File: config.mk
export PLATFORM = sky130hd
export DESIGN_NAME = afe_emulator
export DESIGN_NICKNAME = d
export VERILOG_FILES = /design/src/rtl/afe_pkg.sv /design/src/rtl/afe_pulse_gen.sv /design/src/rtl/afe_emulator.sv
export SDC_FILE = /design/constraint.sdc
export NUM_CORES = 1
export LEC_CHECK = 0
export ABC_CLOCK_PERIOD_IN_PS = 6500
export CORE_MARGIN = 2
export CORE_UTILIZATION = 55
export CTS_CLUSTER_DIAMETER = 30
export CTS_CLUSTER_SIZE = 40
export DETAILED_ROUTE_END_ITERATION = 7
export PLACE_DENSITY = 0.85
export SLEW_MARGIN = 5
export SYNTH_ARGS = -nofsm -noshare
export SYNTH_HDL_FRONTEND = slang
export SYNTH_SLANG_ARGS = --single-unit
File: constraint.sdc
create_clock -name i_clk -period 6.5 [get_ports i_clk]
set_input_delay 0.975 -clock i_clk [delete_from_list [all_inputs] [get_ports i_clk]]
set_output_delay 0.975 -clock i_clk [all_outputs]
set_load 0.02 [all_outputs]
File: src/rtl/afe_pkg.sv
// Purpose: shared widths, FSM state encoding and LFSR constants for the AFE emulator.
// Latency: n/a (declarations only).
// Backpressure: n/a.
package afe_pkg;

  localparam int ADC_W  = 8;
  localparam int DAC_W  = 7;
  localparam int GAIN_W = 4;
  localparam int DRV_W  = 4;

  typedef enum logic [1:0] {
    IDLE   = 2'd0,
    SETTLE = 2'd1,
    TRACK  = 2'd2
  } state_t;

  // Right-shifting Galois LFSR, polynomial x^16 + x^14 + x^13 + x^11 + 1.
  localparam logic [15:0] LFSR_SEED = 16'hACE1;
  localparam logic [15:0] LFSR_TAPS = 16'hB400;

endpackage

File: src/rtl/afe_pulse_gen.sv
// Purpose: 8-bit triangle waveform (0..255..0) stepping once every PULSE_DIV cycles.
// Latency: w is a register; one step per PULSE_DIV edges, no extra step at the turn-arounds.
// Backpressure: none, free-running.
// Ports: i_clk clock, i_rst async active-high reset, o_w current waveform value.
module afe_pulse_gen
  import afe_pkg::*;
#(
  parameter int PULSE_DIV = 4
) (
  input  logic       i_clk,
  input  logic       i_rst,
  output logic [7:0] o_w
);

  localparam int DIV_W = (PULSE_DIV > 1) ? $clog2(PULSE_DIV) : 1;
  localparam logic [DIV_W-1:0] DIV_LAST = DIV_W'(PULSE_DIV - 1);

  logic [DIV_W-1:0] r_div;
  logic             r_up;
  logic [7:0]       r_w;

  always_ff @(posedge i_clk or posedge i_rst) begin
    if (i_rst) begin
      r_div <= '0;
      r_up  <= 1'b1;
      r_w   <= 8'd0;
    end else if (r_div == DIV_LAST) begin
      r_div <= '0;
      // Reversing at an end point is itself the step: ...254,255,254...
      if (r_up) begin
        if (r_w == 8'd255) begin
          r_up <= 1'b0;
          r_w  <= 8'd254;
        end else begin
          r_w <= r_w + 8'd1;
        end
      end else begin
        if (r_w == 8'd0) begin
          r_up <= 1'b1;
          r_w  <= 8'd1;
        end else begin
          r_w <= r_w - 8'd1;
        end
      end
    end else begin
      r_div <= r_div + 1'b1;
    end
  end

  assign o_w = r_w;

endmodule

File: src/rtl/afe_emulator.sv
// Purpose: behavioural pulse-oximeter AFE (LEDs, photodiode, DC comp DAC, PGA, 8-bit ADC).
// Latency: o_adc reflects inputs sampled two edges earlier; o_adc_valid once settled.
// Backpressure: none, one sample per cycle; o_adc holds 128 while idle.
// Ports: i_clk, i_rst (async active-high), i_led_red/i_led_ir LED enables,
//        i_led_drive LED current, i_dc_comp DC comp code, i_pga_gain PGA gain,
//        o_adc emulated sample, o_adc_valid settled indication.
// Build option: define AFE_NOISE_EN to add LFSR noise (-3..+4) before the clamp.
module afe_emulator
  import afe_pkg::*;
#(
  parameter int RED_DC        = 150,
  parameter int IR_DC         = 170,
  parameter int RED_AC        = 12,
  parameter int IR_AC         = 20,
  parameter int AMBIENT       = 16,
  parameter int COMP_STEP     = 2,
  parameter int PULSE_DIV     = 4,
  parameter int SETTLE_CYCLES = 4
) (
  input  logic              i_clk,
  input  logic              i_rst,
  input  logic              i_led_red,
  input  logic              i_led_ir,
  input  logic [DRV_W-1:0]  i_led_drive,
  input  logic [DAC_W-1:0]  i_dc_comp,
  input  logic [GAIN_W-1:0] i_pga_gain,
  output logic [ADC_W-1:0]  o_adc,
  output logic              o_adc_valid
);

  localparam logic [3:0] SETTLE_LOAD = 4'(SETTLE_CYCLES + 2);

  // Pulse waveform and per-channel AC terms.
  logic [7:0] w_w;
  logic [7:0] w_ac_red;
  logic [7:0] w_ac_ir;

  afe_pulse_gen #(.PULSE_DIV(PULSE_DIV)) u_pulse (
    .i_clk (i_clk),
    .i_rst (i_rst),
    .o_w   (w_w)
  );

  assign w_ac_red = 8'((16'(w_w) * 16'(RED_AC)) >> 8);
  assign w_ac_ir  = 8'((16'(w_w) * 16'(IR_AC)) >> 8);

  // Stage 1: optical signal minus DC compensation.
  logic [11:0]        w_s;
  logic [12:0]        w_comp;
  logic signed [12:0] w_d;
  logic signed [12:0] r_d;

  always_comb begin
    w_s = 12'(AMBIENT);
    if (i_led_red && !i_led_ir) begin
      w_s = 12'((13'(RED_DC + w_ac_red) * 13'(i_led_drive)) >> 3);
    end else if (i_led_ir && !i_led_red) begin
      w_s = 12'((13'(IR_DC + w_ac_ir) * 13'(i_led_drive)) >> 3);
    end
  end

  assign w_comp = 13'(COMP_STEP) * 13'(i_dc_comp);
  assign w_d    = $signed({1'b0, w_s} - w_comp);

  // Shadow registers: change detection, and the gain shadow doubles as the
  // stage-1 copy of PGA_Gain so gain and d stay aligned in the pipeline.
  logic              r_sh_red;
  logic              r_sh_ir;
  logic [DRV_W-1:0]  r_sh_drive;
  logic [DAC_W-1:0]  r_sh_comp;
  logic [GAIN_W-1:0] r_sh_gain;
  logic              w_change;

  assign w_change = (i_led_red != r_sh_red) || (i_led_ir != r_sh_ir) ||
                    (i_led_drive != r_sh_drive) || (i_dc_comp != r_sh_comp) ||
                    (i_pga_gain != r_sh_gain);

  always_ff @(posedge i_clk or posedge i_rst) begin
    if (i_rst) begin
      r_d        <= '0;
      r_sh_red   <= 1'b0;
      r_sh_ir    <= 1'b0;
      r_sh_drive <= '0;
      r_sh_comp  <= '0;
      r_sh_gain  <= '0;
    end else begin
      r_d        <= w_d;
      r_sh_red   <= i_led_red;
      r_sh_ir    <= i_led_ir;
      r_sh_drive <= i_led_drive;
      r_sh_comp  <= i_dc_comp;
      r_sh_gain  <= i_pga_gain;
    end
  end

  // Stage 2: PGA gain, optional noise, offset and clamp.
  logic [4:0]         w_gain_p1;
  logic signed [17:0] w_prod;
  logic signed [17:0] w_a;
  logic signed [17:0] w_noise;
  logic signed [17:0] w_sum;
  logic [ADC_W-1:0]   w_adc_nxt;
  logic [ADC_W-1:0]   r_adc;

  assign w_gain_p1 = {1'b0, r_sh_gain} + 5'd1;
  assign w_prod    = 18'(r_d) * $signed({13'd0, w_gain_p1});
  assign w_a       = w_prod >>> 2;

`ifdef AFE_NOISE_EN
  logic [15:0] r_lfsr;

  always_ff @(posedge i_clk or posedge i_rst) begin
    if (i_rst) begin
      r_lfsr <= LFSR_SEED;
    end else begin
      r_lfsr <= {1'b0, r_lfsr[15:1]} ^ (r_lfsr[0] ? LFSR_TAPS : 16'h0000);
    end
  end

  assign w_noise = $signed({15'd0, r_lfsr[2:0]}) - 18'sd3;
`else
  assign w_noise = 18'sd0;
`endif

  assign w_sum = w_a + w_noise + 18'sd128;

  always_comb begin
    w_adc_nxt = w_sum[ADC_W-1:0];
    if (w_sum < 18'sd0) begin
      w_adc_nxt = 8'd0;
    end else if (w_sum > 18'sd255) begin
      w_adc_nxt = 8'd255;
    end
  end

  // Settling FSM.
  state_t     r_state;
  state_t     w_state_nxt;
  logic [3:0] r_cnt;
  logic [3:0] w_cnt_nxt;

  always_ff @(posedge i_clk or posedge i_rst) begin
    if (i_rst) begin
      r_state <= IDLE;
      r_cnt   <= 4'd0;
    end else begin
      r_state <= w_state_nxt;
      r_cnt   <= w_cnt_nxt;
    end
  end

  always_comb begin
    w_state_nxt = r_state;
    w_cnt_nxt   = r_cnt;
    o_adc_valid = 1'b0;
    case (r_state)
      IDLE: begin
        if (i_led_red || i_led_ir || w_change) begin
          w_state_nxt = SETTLE;
          w_cnt_nxt   = SETTLE_LOAD;
        end
      end
      SETTLE: begin
        if (w_change) begin
          w_cnt_nxt = SETTLE_LOAD;
        end else if (r_cnt <= 4'd1) begin
          w_state_nxt = TRACK;
          w_cnt_nxt   = 4'd0;
        end else begin
          w_cnt_nxt = r_cnt - 4'd1;
        end
      end
      TRACK: begin
        o_adc_valid = 1'b1;
        if (w_change) begin
          w_state_nxt = SETTLE;
          w_cnt_nxt   = SETTLE_LOAD;
        end
      end
      default: begin
        w_state_nxt = IDLE;
        w_cnt_nxt   = 4'd0;
      end
    endcase
  end

  // The sample register is frozen at mid-scale until the first activity.
  always_ff @(posedge i_clk or posedge i_rst) begin
    if (i_rst) begin
      r_adc <= 8'd128;
    end else if (r_state != IDLE) begin
      r_adc <= w_adc_nxt;
    end
  end

  assign o_adc = r_adc;

endmodule

==> metrics.yaml, run 1 <==
status: "finished, final reports clean"
setup_slack_ns: 0.1126
r2r-end: "r_d[9]"
hold_path.class: "flip-flop to flip-flop"
whs_endpoint: "u_pulse.r_div[0]"
cp-startpoint: "u_pulse.o_w[2]"
clkLatencyLatePin_ns: 0.30
fillCellCount: 1073
hold_slack_ns: 0.4314
cp_max_fo: 4
synth_area_um2: 7702
p_switching_uw: 1747
drc: 0
syn_to_final_growth_pct: 14.38
nNetsFinal: 1134
relSlewSlack_pct: 51.46
cts_buffers: 5
synth_cell_type_count: 67
yosys_register_bits: 55
cts_sinks: 55
grt_pass1_vias: 6226
p_leak_uw: 0.004288
clock_path_buffers: 2
power_uw: 3400
synth_edf_count: 0
clock_power_share_pct: 8.1
max-vdd-ir-drop_mv: 0.3623
crit_path_max_incr_delay_ns: 0.53
drt_iter0_markers: 376
r2r_slack_ns: 0.11
crit_buf_inv: 3
rows: 43
final_util_pct: 63.96
fmax_mhz: 156.6
p_per_area_nw_per_um2: 386.0
power.internal_uw: 1654
arrival_ns: 6.57
period_share_pct: 98.27
die_y_um: 122.3
vias_per_cell: 5.608
setup_viol: 0
post-place-ws_ns: -0.1781
ant_nets: 0
core_area_um2: 13770
synth_flop_cell: "dfrtp_1"
pin_count: 28
drive_gt1_share_pct: 11.58
antenna_found_initial: 0
critical-path-top-delay-family: "adder cells"
min_path_cells: 1
synthCells: 897
routed_wl_mm: 16.80
path_class: "flip-flop to flip-flop"
drv_slew: 0
path_clk_slew_ns: 0.07
endpoint_kind: "flip-flop"
worst_pin_slew_ns: 0.7220
crit_slowest_cell: "fa_1"
postPlaceCellArea_um2: 8273
netSwitchingFraction_pct: 51.36
seq_power_share_pct: 13.5
n_antenna_cell: 0
die_w_um: 122.3
numPortBuffers: 27
start_util_pct: 55.92
critPathMostFrequentCell: "a21oi_2"
synth-seq-area-share_pct: 17.90
timing.rr.start: "u_pulse.o_w[2]"
grt_pass1_wl_mm: 27.90
dr.pass1.iters: 5
hold_violations: 0
rr_worst_depth: 29
via_count: 6337
finalCriticalPeriod_ns: 6.387
synth-async-reset-ratio_pct: 100.0
stdcell_area_um2: 8810
max-cap-violations: 0
hold_start: "u_pulse.r_div[0]"
gp_congestion: 0.9012
start_kind: "flip-flop"
dieArea_um2: 14970
syn_avg_cell_area_um2: 8.587
wl_per_cell_um: 14.87
fin_worst_skew_ns: 0.004921
root_buffer: "clkbuf_16"
required_ns: 6.69
synth_nets: 1082
grt_use_total_pct: 22.76
grt_max_degree: 56
hpwl_mm: 12.79
htreeDepth: 2
overflow: 0
tritoncts: "yes"
pwr-share-comb_pct: 78.4
ys_warn_count: 0
[cell families after synthesis]
group	Yosys count	share of synthesized area, %
flip-flops	55	17.90
adder cells (fa/ha/maj)	166	32.91
XOR/XNOR	61	7.034
buffers and inverters	163	8.041
AO/OA/AOI/OAI	157	13.55
AND/OR/NAND/NOR	295	20.57
[per-stage QoR]
stage          instances  setup TNS, ns
6_report            1130              0
2_1_floorplan        897              0
3_5_place_dp        1107        -0.2627
4_1_cts             1115       -0.04568
5_1_grt             1130        -0.4635
3_3_place_gp        1107              0
[state kept, by name (all words and copies together), names as in the netlist]
name	count
o_adc	8
r_sh_red	1
r_sh_gain	4
r_cnt	4
r_sh_drive	4
u_pulse.o_w	8
r_d	13
u_pulse.r_up	1
r_sh_ir	1
r_sh_comp	7
r_state	2
u_pulse.r_div	2
[metal layers]
metal  GRT usage, %  vias up  wire length (um)
li1               -     3090                 -
met1          28.95     3043              7227
met2          40.59      166              8617
met3          2.230       38               549
met4          7.399        0               402
met5              0        -                 0
[layout make-up]
type                            instances  area (um^2)  share of cell area, %
Multi-Input combinational cell        679         5976                  67.83
Sequential cell                        55         1385                  15.72
Inverter                              147        551.8                  6.263
Timing Repair Buffer                   61        525.5                  5.965
Tap cell                              180        225.2                  2.556
Clock buffer                            6        128.9                  1.463
Clock inverter                          2        17.52                 0.1988
[worst max path at each step]
stage	slack, ns	depth (start not counted)	endpoint
floorplan	0.29	26	r_d[9]
global placement	0.10	28	r_d[9]
detailed placement	-0.18	28	r_d[9]
CTS	-0.05	28	r_d[9]
global route	-0.19	29	r_d[9]
finish	0.11	29	r_d[9]
[power by group through the flow]
stage	clock network (uW)	logic (uW)	registers, uW
after floorplan	0	2110	485
after global placement	0	2520	461
after detailed placement	0	2600	465
after CTS	280	2640	458
after global routing	293	3010	466
final	275	2670	458
[cell usage in the layout (no fill, tap or decap), types with 4 or more instances in the layout]
cell type        Yosys  layout
a21o_1              12      12
a21oi_1             44      28
a21oi_2              1      16
a31oi_1              5       5
a32oi_1              8       8
and2_1              52      51
and3_1              14      14
buf_4                0      34
clkbuf_16            0       5
clkdlybuf4s50_1      0      27
dfrtp_1             53      48
dfrtp_2              0       5
fa_1                61      61
ha_1               105      94
ha_4                 0       9
inv_1              146     144
nand2_1             75      75
nand2b_1            16      16
nand3_1             15      15
nand4_1             12      12
nor2_1              42      41
nor2b_1             28      28
nor3_1              12      12
nor3b_1              5       5
nor4_1               4       4
o211ai_1             5       5
o21ai_0             28      19
o21ai_1              3       7
o21ai_2              0       5
o21bai_1             7       7
o22ai_1              5       4
o31ai_1              4       4
xnor2_1             39      37
xor2_1              21      19
[cell usage after synthesis, types with 16 or more instances]
library cell	count	share of area, %
nor2b_1	28	2.3
nand2b_1	16	1.3
ha_1	105	17
nor2_1	42	2.0
nand2_1	75	3.7
dfrtp_1	53	17
and2_1	52	4.2
xor2_1	21	2.4
o21ai_0	28	1.8
fa_1	61	16
a21oi_1	44	2.9
xnor2_1	39	4.4
inv_1	146	7.1
[repair_timing]
action                     CTS  global route
hold buffers                 0             0
setup endpoints to repair    4             6
resized for setup            8            55
pin swaps                    1            31
setup buffers                0            15
Power figures use the tool's default switching activity.
==> run 2: changes to the inputs <==
--- a/config.mk
+++ b/config.mk
@@ -8,6 +8,7 @@
 export ABC_CLOCK_PERIOD_IN_PS = 6500
 export CORE_MARGIN = 2
 export CORE_UTILIZATION = 55
+export CTS_BUF_LIST = sky130_fd_sc_hd__clkbuf_16
 export CTS_CLUSTER_DIAMETER = 30
 export CTS_CLUSTER_SIZE = 40
 export DETAILED_ROUTE_END_ITERATION = 7
==> metrics.yaml, run 2 (synthesis gave the netlist of run 1 again) <==
top_register: "r_d"
grt_pass1_vias: 6226
clock_path_buffers: 2
routed_wl_mm: 16.80
largest_reg_flops: 13
path_class: "flip-flop to flip-flop"
wl_per_cell_um: 14.87
required_ns: 6.69
crit_path_max_incr_delay_ns: 0.53
worst_pin_slew_ns: 0.7220
stdcell_area_um2: 8810
die_y_um: 122.3
n_antenna_cell: 0
htreeDepth: 2
status: "finished, final reports clean"
ant_nets: 0
fmax_mhz: 156.6
finalCriticalPeriod_ns: 6.387
hpwl_mm: 12.79
antenna_found_initial: 0
whs_endpoint: "u_pulse.r_div[0]"
p_switching_uw: 1747
clock_power_share_pct: 8.1
power_uw: 3399
netSwitchingFraction_pct: 51.39
cp_max_fo: 4
drv_slew: 0
fillCellCount: 1073
tritoncts: "yes"
nNetsFinal: 1134
start_kind: "flip-flop"
dr.pass1.iters: 5
start_util_pct: 55.92
path_clk_slew_ns: 0.07
pin_count: 28
grt_max_degree: 56
r2r_slack_ns: 0.11
power.internal_uw: 1652
core_area_um2: 13770
rr_worst_depth: 29
syn_to_final_growth_pct: 14.38
drc: 0
timing.rr.start: "u_pulse.o_w[2]"
max-cap-violations: 0
final.setup.tns_ns: 0
grt_pass1_wl_mm: 27.90
hold_start: "u_pulse.r_div[0]"
p_leak_uw: 0.004293
drive_gt1_share_pct: 11.58
vias_per_cell: 5.608
numPortBuffers: 27
crit_slowest_cell: "fa_1"
via_count: 6337
max-vdd-ir-drop_mv: 0.3624
arrival_ns: 6.57
fin_worst_skew_ns: 0.005144
final_common_cell: "inv_1"
cts_sinks: 55
root_buffer: "clkbuf_16"
rows: 43
die_w_um: 122.3
cts_buffers: 5
drt_iter0_markers: 376
pwr-share-comb_pct: 78.5
min_path_cells: 1
endpoint_kind: "flip-flop"
p_per_area_nw_per_um2: 385.8
dieArea_um2: 14970
clkLatencyLatePin_ns: 0.30
hold_path.class: "flip-flop to flip-flop"
period_share_pct: 98.27
seq_power_share_pct: 13.5
critPathMostFrequentCell: "a21oi_2"
r2r-end: "r_d[9]"
setup_viol: 0
postPlaceCellArea_um2: 8273
grt_use_total_pct: 22.76
hold_violations: 0
hold_slack_ns: 0.4314
overflow: 0
gp_congestion: 0.9012
final_util_pct: 63.96
final_cell_mix: "inv_1, ha_1, nand2_1"
relSlewSlack_pct: 51.46
## run 2: final cells by class
| type | count | area (um^2) | share of cell area (%) |
|---|---|---|---|
| inverters | 147 | 551.8 | 6.263 |
| well taps | 180 | 225.2 | 2.556 |
| flip-flops and latches | 55 | 1385 | 15.72 |
| clock buffers | 5 | 125.1 | 1.420 |
| multi-input cells | 679 | 5976 | 67.83 |
| repair buffers | 61 | 525.5 | 5.965 |
| clock inverters | 3 | 21.27 | 0.2414 |
## run 2: metrics by stage
step / cells / setup WS, ns
floorplan: 897 / 0.2916
global placement: 1107 / 0.1038
detailed placement: 1107 / -0.1781
CTS: 1115 / -0.04568
global route: 1130 / -0.1901
finish: 1130 / 0.1126
## run 2: worst max-delay path by stage
stage,startpoint,to,slack [ns],depth (start not counted)
after floorplan,u_pulse.o_w[7],r_d[9],0.29,26
after global placement,u_pulse.o_w[2],r_d[9],0.10,28
after detailed placement,u_pulse.o_w[4],r_d[9],-0.18,28
after CTS,u_pulse.o_w[3],r_d[9],-0.05,28
after global routing,u_pulse.o_w[1],r_d[9],-0.19,29
final,u_pulse.o_w[2],r_d[9],0.11,29
## run 2: what timing repair did
action,in CTS,in global routing
hold buffers,0,0
cloned,0,0
buffers inserted,0,15
gates resized for setup,8,55
pin swaps,1,31
endpoints found under the setup margin,4,6
## run 2: worst max-delay path: cells and delay by family (launching register included)
kind	cells	cell delay [ns]
buffers and inverters	3	0.28
AND/OR/NAND/NOR	5	0.86
XOR/XNOR	3	0.45
adder cells (fa/ha/maj)	7	2.40
flip-flops	1	0.45
AO/OA/AOI/OAI	11	1.85
## run 2: per-layer routing
layer  part of all wire, %  up-vias  track usage [%]
met2                    51      166            40.59
li1                      -     3090                -
met4                   2.4        0            7.399
met5                     0        -                0
met1                    43     3043            28.95
met3                   3.3       38            2.230
## run 2: power groups by stage
| stage | clock (uW) | combinational (uW) | sequential [uW] |
|---|---|---|---|
| floorplan | 0 | 2110 | 485 |
| global placement | 0 | 2520 | 461 |
| detailed placement | 0 | 2600 | 465 |
| CTS | 279 | 2640 | 458 |
| global route | 292 | 3010 | 466 |
| finish | 274 | 2670 | 458 |
==> run 3: changes to the inputs <==
--- a/config.mk
+++ b/config.mk
@@ -12,6 +12,7 @@
 export CTS_CLUSTER_DIAMETER = 30
 export CTS_CLUSTER_SIZE = 40
 export DETAILED_ROUTE_END_ITERATION = 7
+export GPL_ROUTABILITY_DRIVEN = 0
 export PLACE_DENSITY = 0.85
 export SLEW_MARGIN = 5
 export SYNTH_ARGS = -nofsm -noshare
==> metrics.yaml, run 3 (synthesis gave the netlist of run 1 again) <==
fin_worst_skew_ns: 0.01319
crit_path_max_incr_delay_ns: 0.52
syn_to_final_growth_pct: 13.22
die_w_um: 122.3
vias_per_cell: 5.517
routed_wl_mm: 16.20
antenna_found_initial: 0
nNetsFinal: 1130
top_register: "r_d"
cp_max_fo: 5
die_y_um: 122.3
seq_area_um2: 1385
status: "finished, final reports clean"
drt_iter0_markers: 303
required_ns: 6.67
dr.pass1.iters: 5
clock_power_share_pct: 9.0
r2r-end: "r_d[9]"
hold_path.class: "flip-flop to flip-flop"
finalCriticalPeriod_ns: 6.406
crit_buf_inv: 3
path_clk_slew_ns: 0.07
r2r_slack_ns: 0.09
grt_pass1_vias: 6080
start_util_pct: 55.92
crit_slowest_cell: "fa_1"
period_share_pct: 98.55
fin_cells: 1126
cts_buffers: 5
numPortBuffers: 27
critical-path-top-delay-family: "adder cells"
max-cap-violations: 0
worst_pin_slew_ns: 0.7780
core_area_um2: 13770
multi_input_area_um2: 5896
setup_slack_ns: 0.09398
clkLatencyLatePin_ns: 0.30
path_class: "flip-flop to flip-flop"
ant_nets: 0
rr_worst_depth: 28
hpwl_mm: 12.52
n_antenna_cell: 0
critPathMostFrequentCell: "o21ai_1"
hold_violations: 0
final_common_cell: "inv_1"
dieArea_um2: 14970
p_leak_uw: 0.004283
start_kind: "flip-flop"
worstSetupPathDepth: 28
final_util_pct: 63.32
fillCellCount: 1123
pwr-share-comb_pct: 77.6
timing.rr.start: "u_pulse.o_w[4]"
dp.cells: 1107
p_switching_uw: 1718
relSlewSlack_pct: 47.69
rows: 43
largest_reg_flops: 13
wl_per_cell_um: 14.39
drive_gt1_share_pct: 9.831
setup_viol: 0
max-vdd-ir-drop_mv: 0.3634
final_cell_mix: "inv_1, ha_1, nand2_1"
cts_sinks: 55
pin_count: 28
overflow: 0
post-place-ws_ns: -0.1200
cp-startpoint: "u_pulse.o_w[4]"
grt_use_total_pct: 22.02
clock_path_buffers: 2
cp-endpoint: "r_d[9]"
grt_pass1_wl_mm: 26.92
power.internal_uw: 1687
netSwitchingFraction_pct: 50.45
drc: 0
grt_max_degree: 56
htreeDepth: 2
fmax_mhz: 156.1
arrival_ns: 6.58
seq_power_share_pct: 13.5
p_per_area_nw_per_um2: 390.4
drv_slew: 0
tritoncts: "yes"
via_count: 6212
root_buffer: "clkbuf_16"
endpoint_kind: "flip-flop"
[run 3: timing repair]
action	in CTS	in global routing
gates resized for setup	6	42
setup endpoints to repair	4	7
hold buffers	0	0
pin swaps	0	23
buffers inserted	0	11
[run 3: cell type report]
type	instances	share of cell area, %
timing repair buffer	57	5.681
clock inverter	3	0.4878
inverter	147	6.327
multi-input combinational	679	67.60
tap	180	2.582
sequential	55	15.88
clock buffer	5	1.435
[run 3: through the flow]
step / instance area, um^2 / TNS [ns] / hold slack [ns] / total power (uW)
4_1_cts: 8454 / 0 / 0.4342 / 3384
6_report: 8721 / 0 / 0.4377 / 3405
5_1_grt: 8721 / -0.5655 / 0.4618 / 3777
2_1_floorplan: 7702 / 0 / 0.4031 / 2594
3_5_place_dp: 8273 / -0.1936 / 0.4166 / 3045
3_3_place_gp: 8273 / 0 / 0.4148 / 2981
[run 3: metal layers]
metal,global-route usage (%),vias up,part of all wire [%]
li1,-,3081,-
met1,28.14,2993,44
met2,39.06,116,51
met3,2.138,22,2.9
met4,7.184,0,1.7
met5,0,-,0
[run 3: power by group through the flow]
stage	clock [uW]	combinational [uW]	sequential (uW)
5_1_grt	325	2980	468
3_3_place_gp	0	2520	461
6_report	305	2640	460
2_1_floorplan	0	2110	485
4_1_cts	310	2610	460
3_5_place_dp	0	2580	465
[run 3: how the worst min path moves through the flow]
stage	start	to	slack, ns	cells after the start
after global placement	u_pulse.r_div[0]	u_pulse.r_div[0]	0.41	1
after detailed placement	u_pulse.r_div[0]	u_pulse.r_div[0]	0.42	1
after floorplan	u_pulse.r_div[0]	u_pulse.r_div[0]	0.40	1
after CTS	u_pulse.r_div[0]	u_pulse.r_div[0]	0.43	1
final	u_pulse.r_div[0]	u_pulse.r_div[0]	0.44	1
after global routing	u_pulse.r_div[0]	u_pulse.r_div[0]	0.46	1
